$ cat src/rtl/legv8_pkg.sv
// rtl/legv8_pkg.sv - shared encodings, opcodes and control-word layout for the LEGv8 sequencer
package legv8_pkg;

    typedef enum logic [2:0] {
        ST_IDLE   = 3'd0,
        ST_FETCH  = 3'd1,
        ST_EXEC   = 3'd2,
        ST_BRANCH = 3'd3,
        ST_HALT   = 3'd4
    } state_e;

    typedef enum logic [2:0] {
        CLS_R, CLS_I, CLS_LD, CLS_ST, CLS_B, CLS_CBZ, CLS_CBNZ, CLS_BAD
    } cls_e;

    localparam logic [4:0] FS_AND   = 5'b00000;
    localparam logic [4:0] FS_ORR   = 5'b00100;
    localparam logic [4:0] FS_ADD   = 5'b01000;
    localparam logic [4:0] FS_SUB   = 5'b01001;
    localparam logic [4:0] FS_EOR   = 5'b01100;
    localparam logic [4:0] FS_PASSA = 5'b10000;

    localparam logic [1:0] DS_ALU = 2'b00;
    localparam logic [1:0] DS_B   = 2'b01;
    localparam logic [1:0] DS_PC  = 2'b10;
    localparam logic [1:0] DS_MEM = 2'b11;
    localparam logic       AS_ALU = 1'b0;
    localparam logic       AS_PC  = 1'b1;
    localparam logic [1:0] PS_HOLD = 2'b00;
    localparam logic [1:0] PS_INC  = 2'b01;
    localparam logic [1:0] PS_BR   = 2'b10;
    localparam logic [1:0] SZ_32 = 2'b10;
    localparam logic [1:0] SZ_64 = 2'b11;

    localparam logic [10:0] OP_ADD  = 11'b10001011000;
    localparam logic [10:0] OP_SUB  = 11'b11001011000;
    localparam logic [10:0] OP_AND  = 11'b10001010000;
    localparam logic [10:0] OP_ORR  = 11'b10101010000;
    localparam logic [10:0] OP_EOR  = 11'b11001010000;
    localparam logic [10:0] OP_LDUR = 11'b11111000010;
    localparam logic [10:0] OP_STUR = 11'b11111000000;
    localparam logic [9:0]  OP_ADDI = 10'b1001000100;
    localparam logic [9:0]  OP_SUBI = 10'b1101000100;
    localparam logic [5:0]  OP_B    = 6'b000101;
    localparam logic [7:0]  OP_CBZ  = 8'b10110100;
    localparam logic [7:0]  OP_CBNZ = 8'b10110101;

    localparam int CW_SB_LSB    = 0;
    localparam int CW_SA_LSB    = 5;
    localparam int CW_DA_LSB    = 10;
    localparam int CW_RW_BIT    = 15;
    localparam int CW_MW_BIT    = 16;
    localparam int CW_SIZE_LSB  = 17;
    localparam int CW_C0_BIT    = 19;
    localparam int CW_FS_LSB    = 20;
    localparam int CW_SL_BIT    = 25;
    localparam int CW_IL_BIT    = 26;
    localparam int CW_BSEL_BIT  = 27;
    localparam int CW_PCSEL_BIT = 28;
    localparam int CW_PS_LSB    = 29;
    localparam int CW_DS_LSB    = 31;
    localparam int CW_AS_BIT    = 33;
    localparam int CW_BITS      = 34;

    // Field order matches the offsets above, MSB first.
    typedef struct packed {
        logic       a_sel;
        logic [1:0] ds;
        logic [1:0] ps;
        logic       pc_sel;
        logic       b_sel;
        logic       il;
        logic       sl;
        logic [4:0] fs;
        logic       c0;
        logic [1:0] size;
        logic       mw;
        logic       rw;
        logic [4:0] da;
        logic [4:0] sa;
        logic [4:0] sb;
    } cw_t;

    typedef struct packed {
        cls_e        cls;
        logic [4:0]  rd;
        logic [4:0]  rn;
        logic [4:0]  rm;
        logic [4:0]  fs;
        logic        c0;
        logic [63:0] imm;
    } dec_t;

    function automatic cw_t fetch_word();
        cw_t w;
        w       = '0;
        w.a_sel = AS_PC;
        w.ds    = DS_MEM;
        w.size  = SZ_32;
        w.il    = 1'b1;
        w.ps    = PS_INC;
        return w;
    endfunction

endpackage

$ cat src/rtl/legv8_decoder.sv
// rtl/legv8_decoder.sv - combinational instruction classifier and immediate extender
module legv8_decoder
    import legv8_pkg::*;
(
    input  logic [31:0] instr_i,
    output dec_t        dec_o
);

    always_comb begin
        dec_o     = '0;
        dec_o.cls = CLS_BAD;
        dec_o.rd  = instr_i[4:0];
        dec_o.rn  = instr_i[9:5];
        dec_o.rm  = instr_i[20:16];
        if (instr_i[31:21] == OP_ADD) begin
            dec_o.cls = CLS_R;
            dec_o.fs  = FS_ADD;
        end else if (instr_i[31:21] == OP_SUB) begin
            dec_o.cls = CLS_R;
            dec_o.fs  = FS_SUB;
            dec_o.c0  = 1'b1;
        end else if (instr_i[31:21] == OP_AND) begin
            dec_o.cls = CLS_R;
            dec_o.fs  = FS_AND;
        end else if (instr_i[31:21] == OP_ORR) begin
            dec_o.cls = CLS_R;
            dec_o.fs  = FS_ORR;
        end else if (instr_i[31:21] == OP_EOR) begin
            dec_o.cls = CLS_R;
            dec_o.fs  = FS_EOR;
        end else if (instr_i[31:22] == OP_ADDI || instr_i[31:22] == OP_SUBI) begin
            dec_o.cls = CLS_I;
            dec_o.fs  = (instr_i[31:22] == OP_SUBI) ? FS_SUB : FS_ADD;
            dec_o.c0  = (instr_i[31:22] == OP_SUBI);
            dec_o.imm = {52'd0, instr_i[21:10]};
        end else if (instr_i[31:21] == OP_LDUR || instr_i[31:21] == OP_STUR) begin
            dec_o.cls = (instr_i[31:21] == OP_LDUR) ? CLS_LD : CLS_ST;
            dec_o.fs  = FS_ADD;
            dec_o.imm = {{55{instr_i[20]}}, instr_i[20:12]};
        end else if (instr_i[31:26] == OP_B) begin
            // PC was already advanced by 4 during FETCH, so pre-subtract it.
            dec_o.cls = CLS_B;
            dec_o.imm = {{36{instr_i[25]}}, instr_i[25:0], 2'b00} - 64'd4;
        end else if (instr_i[31:24] == OP_CBZ || instr_i[31:24] == OP_CBNZ) begin
            dec_o.cls = (instr_i[31:24] == OP_CBZ) ? CLS_CBZ : CLS_CBNZ;
            dec_o.fs  = FS_PASSA;
            dec_o.imm = {{43{instr_i[23]}}, instr_i[23:5], 2'b00} - 64'd4;
        end
    end

endmodule

$ cat src/rtl/legv8_control_unit.sv
// rtl/legv8_control_unit.sv - multi-cycle FETCH/EXEC/BRANCH sequencer driving the LEGv8 control word
module legv8_control_unit
    import legv8_pkg::*;
#(
    parameter int CW_WIDTH  = 34,
    parameter int CNT_WIDTH = 32
) (
    input  logic                 clock,
    input  logic                 reset,
    input  logic                 run,
    input  logic [31:0]          instruction,
    input  logic [4:0]           status,
    output logic [CW_WIDTH-1:0]  control_word,
    output logic [63:0]          constant,
    output logic [2:0]           state,
    output logic                 halted,
    output logic [CNT_WIDTH-1:0] instr_count
);

    state_e               state_q, state_d;
    cw_t                  cw_q, cw_d;
    logic [63:0]          const_q, const_d;
    logic [CNT_WIDTH-1:0] cnt_q, cnt_d;
    logic                 z_q, z_d;
    logic                 take_d;
    dec_t                 dec;
    logic                 unused_status;

    assign unused_status = ^status[4:1];

    legv8_decoder u_dec (
        .instr_i (instruction),
        .dec_o   (dec)
    );

    always_ff @(posedge clock or posedge reset) begin
        if (reset) begin
            state_q <= ST_IDLE;
            cw_q    <= '0;
            const_q <= '0;
            cnt_q   <= '0;
            z_q     <= 1'b0;
        end else begin
            state_q <= state_d;
            cw_q    <= cw_d;
            const_q <= const_d;
            cnt_q   <= cnt_d;
            z_q     <= z_d;
        end
    end

    always_comb begin
        state_d = state_q;
        cnt_d   = cnt_q;
        z_d     = z_q;
        case (state_q)
            ST_IDLE: if (run) state_d = ST_FETCH;
            ST_FETCH: state_d = ST_EXEC;
            ST_EXEC: begin
                case (dec.cls)
                    CLS_B: state_d = ST_BRANCH;
                    CLS_CBZ, CLS_CBNZ: begin
                        z_d     = status[0];
                        state_d = ST_BRANCH;
                    end
                    CLS_BAD: state_d = ST_HALT;
                    default: begin
                        cnt_d   = cnt_q + {{(CNT_WIDTH-1){1'b0}}, 1'b1};
                        state_d = run ? ST_FETCH : ST_IDLE;
                    end
                endcase
            end
            ST_BRANCH: begin
                cnt_d   = cnt_q + {{(CNT_WIDTH-1){1'b0}}, 1'b1};
                state_d = run ? ST_FETCH : ST_IDLE;
            end
            ST_HALT: state_d = ST_HALT;
            default: state_d = ST_IDLE;
        endcase
    end

    assign take_d = (dec.cls == CLS_B) ||
                    (dec.cls == CLS_CBZ && z_d) ||
                    (dec.cls == CLS_CBNZ && !z_d);

    // Outputs are registered, so the word is built for the state being entered.
    always_comb begin
        cw_d    = '0;
        const_d = '0;
        case (state_d)
            ST_FETCH: cw_d = fetch_word();
            ST_EXEC: begin
                case (dec.cls)
                    CLS_R: begin
                        cw_d.fs = dec.fs;
                        cw_d.c0 = dec.c0;
                        cw_d.sa = dec.rn;
                        cw_d.sb = dec.rm;
                        cw_d.da = dec.rd;
                        cw_d.rw = 1'b1;
                        cw_d.ds = DS_ALU;
                    end
                    CLS_I: begin
                        cw_d.fs    = dec.fs;
                        cw_d.c0    = dec.c0;
                        cw_d.b_sel = 1'b1;
                        cw_d.sa    = dec.rn;
                        cw_d.da    = dec.rd;
                        cw_d.rw    = 1'b1;
                        const_d    = dec.imm;
                    end
                    CLS_LD, CLS_ST: begin
                        cw_d.fs    = dec.fs;
                        cw_d.b_sel = 1'b1;
                        cw_d.a_sel = AS_ALU;
                        cw_d.size  = SZ_64;
                        cw_d.sa    = dec.rn;
                        const_d    = dec.imm;
                        if (dec.cls == CLS_LD) begin
                            cw_d.ds = DS_MEM;
                            cw_d.rw = 1'b1;
                            cw_d.da = dec.rd;
                        end else begin
                            cw_d.ds = DS_B;
                            cw_d.mw = 1'b1;
                            cw_d.sb = dec.rd;
                        end
                    end
                    CLS_CBZ, CLS_CBNZ: begin
                        cw_d.fs = dec.fs;
                        cw_d.sa = dec.rd;
                    end
                    default: ;
                endcase
            end
            ST_BRANCH: begin
                if (take_d) begin
                    cw_d.ps     = PS_BR;
                    cw_d.pc_sel = 1'b1;
                    const_d     = dec.imm;
                end
            end
            default: ;
        endcase
    end

    assign control_word = cw_q;
    assign constant     = const_q;
    assign state        = state_q;
    assign halted       = (state_q == ST_HALT);
    assign instr_count  = cnt_q;

endmodule

$ cat config.mk
export PLATFORM = sky130hd
export DESIGN_NAME = legv8_control_unit
export DESIGN_NICKNAME = d
export VERILOG_FILES = /design/src/rtl/legv8_pkg.sv /design/src/rtl/legv8_decoder.sv /design/src/rtl/legv8_control_unit.sv
export SDC_FILE = /design/constraint.sdc
export NUM_CORES = 1
export LEC_CHECK = 0
export ABC_CLOCK_PERIOD_IN_PS = 6400
export BUFFER_PORTS_ARGS = -buffer_cell sky130_fd_sc_hd__buf_2
export CAP_MARGIN = 10
export CORE_MARGIN = 5
export CORE_UTILIZATION = 36
export CTS_CLUSTER_DIAMETER = 200
export CTS_CLUSTER_SIZE = 20
export DETAILED_ROUTE_END_ITERATION = 12
export PLACE_DENSITY_LB_ADDON = 0.15
export SYNTH_ARGS = -nofsm -noshare
export SYNTH_HDL_FRONTEND = slang
export SYNTH_SLANG_ARGS = --single-unit
$ cat constraint.sdc
create_clock -name clock -period 6.4 [get_ports clock]
set_input_delay 0.32 -clock clock [delete_from_list [all_inputs] [get_ports clock]]
set_output_delay 0.32 -clock clock [all_outputs]
set_load 0.1 [all_outputs]
After elaboration in Yosys (flattened, before gate mapping)
Index checks and enable logic that the tools add are counted.
- $lt $le $gt $ge: 0
- divide/modulo/power cells: 0
- bitwise logic cells: 0
- $mul: 0
- equal/unequal tests: 27
- reductions and logical operators: 20
- multiplexer cells: 60
- shift operators: 0
- $add $sub $neg: 3
- operators by type and width (cell ; number):
    $mux 64 ; 7
    $mux 65 ; 4
    $pmux 64 s2 ; 1
    $eq 11x11->1 const B ; 7
    $pmux 32 s2 ; 1
    $mux 5 ; 10
    $pmux 25 s2 ; 1
    $mux 3 ; 12
    $add 32x1->32 const B ; 1
    $mux 32 ; 1
    $sub 28x4->29 const B ; 1
    $sub 21x4->22 const B ; 1
    $eq 10x10->1 const B ; 2
    $pmux 5 s2 ; 2
    $eq 3x2->1 const B ; 6
    $pmux 3 s2 ; 3
    $eq 8x8->1 const B ; 2
    $eq 3x3->1 const B ; 5
    $pmux 3 s5 ; 1
    $mux 6 ; 2
    $pmux 6 s2 ; 1
    $mux 1 ; 10
    $eq 3x1->1 const B ; 3
    $mux 2 ; 4
    12 further kinds ; 22
- input bits: 40
- output and inout port bits: 134
- word-level logic and storage cells: 129
- memory bits (writable): 0
- bits in read-only memories: 0
- latch bits: 0
- bits in registers: 134
- memories: 0

Depth between registers and ports, before layout
- depth after elaboration: 20
- gate-level depth with buffers: 9
- gate-level depth less buffers: 8

Modules after synthesis
Synthesis repeated with hierarchy kept, for this count alone.
- cell total of the unflattened synthesis: 666
- area, all modules: 6697.7 um^2
- modules (own cells, without submodules) (module ; area an instance (um^2) ; cells an instance ; instances ; seq. area each (um^2)):
    legv8_control_unit ; 4737.0 ; 367 ; 1 ; 3253.1
    legv8_decoder ; 1960.6 ; 299 ; 1 ; 0.0

Least setup slack after synthesis
No wires, ideal clock.
- path kind: reg2reg
- from: register cnt_q[3] (netlist: instr_count[3])
- to: register cnt_q[22] (netlist: instr_count[22])
- data arrival time: 2451 ps
- path buffers: 2
- data required time: 6242 ps
- clock period less this slack: 2609 ps
- cell stages (with the launch flop): 9
- path slack: 3791 ps
- setup time: 158 ps
- cells stage by stage: dfrtp_1 and4_1 and4_1 and3_1 clkbuf_1 and4_1 buf_4 nand4_1 xnor2_1
- cells in the longest elaborated chain, start to end: 3
- ends and longest elaborated chain (element ; RTL line ; source):
    start: declaration ; legv8_control_unit.sv:23 ; logic [CNT_WIDTH-1:0] cnt_q, cnt_d;
    start signal: assignment ; legv8_control_unit.sv:47 ; cnt_q <= cnt_d;
    $add 32x1->32 * ; legv8_control_unit.sv:68, legv8_control_unit.sv:74 ;
    $mux 32 ; legv8_control_unit.sv:60 ; case (dec.cls)
    $pmux 32 s2 * ; legv8_control_unit.sv:56 ; case (state_q)
Mark *: on every way between the ends. The rest lies on a longest branch, timed or not. The select of a mux whose other input is x is not followed.
A chain may end at the register's enable or synchronous reset.

Worst setup path after layout
- from: input instruction[25]
- to: register const_q[11] (netlist: constant[11])
- cells in the longest elaborated chain, start to end: 20
- elaborated cells between the ends (all ways): 58
- classes of those cells: eq/ne: 20; mux: 27; reduce/logical: 11
- ends and longest elaborated chain (element ; RTL line ; source):
    start: declaration ; legv8_control_unit.sv:11 ; input logic [31:0] instruction,
    branches (longest 19 deep; another with $eq 8x8->1) ; - ;
    $pmux 64 s2 * ; legv8_control_unit.sv:90 ; case (state_d)
    via const_d[11] ; legv8_control_unit.sv:22 ; logic [63:0] const_q, const_d;
    end signal: assignment ; legv8_control_unit.sv:46 ; const_q <= const_d;
    end: declaration ; legv8_control_unit.sv:22 ;
Mark *: on every way through the listed nets, which the timed path passes.

==> impl_metrics.env <==
export IMPL_syn_inst=543
export IMPL_fmax_mhz=359
export IMPL_grt_start_max_net_pins=79
export IMPL_place_inst=826
export IMPL_hp_class="in -> reg"
export IMPL_nets=697
export IMPL_ctsRootBufferMaster="clkbuf_16"
export IMPL_drv_cap=0
export IMPL_crit_path_max_incr_delay_ns=0.65
export IMPL_synth_seq_cells=94
export IMPL_grt_overflow=0
export IMPL_end_kind="flop"
export IMPL_synth_simple_area_share=0.218
export IMPL_antenna_cells=0
export IMPL_highest_layer="met4"
export IMPL_drive_gt1_frac=0.318
export IMPL_die_y_um=131
export IMPL_setup_tns_ns=0
export IMPL_synth_top_area_frac=0.446
export IMPL_dr_total_vias=4472
export IMPL_finalMaxSlewViolations=0
export IMPL_drc=0
export IMPL_clock_skew_ns=0.00588
export IMPL_synth_compound_area_frac=0.120
export IMPL_route_met3_wl_um=1190
export IMPL_synth_top_cell_by_area="dfrtp_1"
export IMPL_grt_total_usage=0.178
export IMPL_cts_buffers=9
export IMPL_p_leak_nw=3.06
export IMPL_grt_pass1_vias=4474
export IMPL_ys_seq_area_frac=0.446
export IMPL_cp_slowest_cell="nor4_2"
export IMPL_max_slew_margin=0.238
export IMPL_drtIter0Drc=278
export IMPL_cp_data_required_time_ns=6.61
export IMPL_boundaryPins=174
export IMPL_antenna_found_initial=0
export IMPL_critical_path_class="in -> reg"
export IMPL_post_synth_top_count_cell="dfrtp_1"
export IMPL_synth_cell_type_count=61
export IMPL_routedLengthMet1_um=6650
export IMPL_cts_max_level=3
export IMPL_status="completed"
export IMPL_r2r_slack_ns=4.14
export IMPL_area_delta_synth_final_pct=18.5
export IMPL_synth_commonest_cells="dfrtp_1 (94), nor2_1 (52), xnor2_1 (47), buf_4 (42)"
export IMPL_synth_top_family_by_area="simple AND/OR/NAND/NOR gates"
export IMPL_num_rows=44
export IMPL_startpoint_type="input pin"
export IMPL_setup_viol=0
export IMPL_fin_crit_sh=0.435
export IMPL_final_hold_violation_count=0
export IMPL_wl_um=15200
export IMPL_postSynthAreaPerCell_um2=9.71
export IMPL_met2_length_um=7100
export IMPL_post_route_util=0.432
export IMPL_dp_hpwl_um=11200
export IMPL_avgViaCountPerCell=5.32
export IMPL_power_density_nw_per_um2=269
export IMPL_tightest_slew_ns=1.13
export IMPL_drt_antenna_violating_nets=0
export IMPL_cts_tree="done"
export IMPL_cts_buffer_depth=2
export IMPL_die_area_um2=17200
export IMPL_synth_edf_count=0
export IMPL_clk_pin_slew_ns=0.06
export IMPL_ys_async_sr_fraction=1.00
export IMPL_start_util=0.364
export IMPL_clock_latency_ns=0.35
export IMPL_rsz0062_at_grt="false"
export IMPL_numClockSinks=94
export IMPL_synthFlopType="dfrtp_1"
export IMPL_finalCriticalPeriod_ns=2.79
export IMPL_synthMuxAreaShare=0.00403
export IMPL_worstPathCellList="buf_2 -> or3b_1 -> nor4_2 -> nor2_1 -> nor2_2 -> o221ai_2 -> a211oi_1"
export IMPL_worstPathArrival_ns=2.99
export IMPL_stdcell_count=841
export IMPL_synth_xor_area_share=0.115
export IMPL_portBuffers=167
export IMPL_wl_per_cell_um=18.1
export IMPL_die_width_um=131
export IMPL_synthTopCellsByArea="dfrtp_1 (45%), xnor2_1 (7.8%), buf_4 (6.0%)"
export IMPL_grt_pass1_wl_um=23700
export IMPL_netlist_area_um2=5280
export IMPL_ir_drop_mv=0.156
export IMPL_critPathMaxFanout=9
export IMPL_drt_pass1_iter_count=4
export IMPL_cts_setup_buffers=0
export IMPL_core_area_um2=14500
export IMPL_gp_congestion=0.877
export IMPL_synth_adder_area_share=0.00712
export IMPL_ys_warn_count=0
==> critical path, delay by kind of cell <==
| kind | cells | cell delay (ns) |
|---|---|---|
| compound gates | 2 | 0.63 |
| buf+inv | 1 | 0.14 |
| simple gates | 4 | 1.90 |
==> sequential cells by signal, indices dropped and copies added, names as in the netlist <==
name,count
control_word,30
constant,29
state,3
instr_count,32
==> worst paths after layout <==
check | from | endpoint | cells after the start
setup / recovery | instruction[25] | constant[11] | 7
hold reg to reg | instr_count[31] | instr_count[31] | 1
hold / removal | instruction[0] | control_word[10] | 2
max in group asynchronous | reset | control_word[2] | 4
setup reg to reg | state[1] | constant[11] | 5
min in group asynchronous | reset | instr_count[19] | 3
==> layout make-up <==
type | count | area (µm²)
Clock buffer | 10 | 239
Clock inverter | 4 | 48.8
Fill cell | 1433 | 8230
Inverter | 10 | 38.8
Multi-Input combinational cell | 366 | 2460
Sequential cell | 94 | 2350
Tap cell | 184 | 230
Timing Repair Buffer | 173 | 883
==> per-stage QoR <==
step	setup slack (ns)	hold WS [ns]	instance area, µm²	power [mW]
6_report	3.61	0.303	6250	1.68
2_1_floorplan	3.63	0.449	5280	1.07
3_3_place_gp	3.31	0.270	5950	1.16
5_1_grt	3.48	0.290	6250	1.75
4_1_cts	3.70	0.286	6250	1.71
3_5_place_dp	3.37	0.278	5950	1.17
==> per-layer routing <==
| layer | vias up | global-route usage |
|---|---|---|
| li1 | 2098 | - |
| met1 | 2182 | 0.239 |
| met2 | 169 | 0.283 |
| met3 | 23 | 0.0458 |
| met4 | 0 | 0.0544 |
| met5 | - | 0 |
==> cell families after synthesis <==
group / count (synthesis)
AND/OR/NAND/NOR: 207
flip-flops: 94
buffers and inverters: 84
AO/OA/AOI/OAI: 83
XOR/XNOR: 69
adder cells (fa/ha/maj): 3
multiplexers: 2
other: 1
==> cell usage in the layout (no fill, tap or decap), drive strengths merged, types with 15 or more instances in the layout <==
| cell | synthesis | layout |
|---|---|---|
| nand3 | 21 | 21 |
| dfrtp | 94 | 94 |
| xor2 | 22 | 22 |
| buf | 46 | 172 |
| nand2 | 28 | 28 |
| a21oi | 21 | 21 |
| nor3 | 16 | 16 |
| xnor2 | 47 | 47 |
| a22oi | 15 | 15 |
| nor2 | 54 | 54 |
| nor4 | 16 | 16 |
==> where the power goes <==
| part | switching [mW] | internal [mW] | total [mW] |
|---|---|---|---|
| Clock | 0.219 | 0.308 | 0.527 |
| Combinational | 0.415 | 0.0868 | 0.502 |
| Sequential | 0.0284 | 0.624 | 0.652 |
| Total | 0.662 | 1.02 | 1.68 |
==> repair_timing <==
action / in CTS / in global routing
endpoints found under the setup margin: 0 / 0
endpoints found under the hold margin: 16 / 0
hold buffers: 1 / 0
gates resized for setup: 0 / 0
Note: power is estimated with default switching activity, not from simulation.
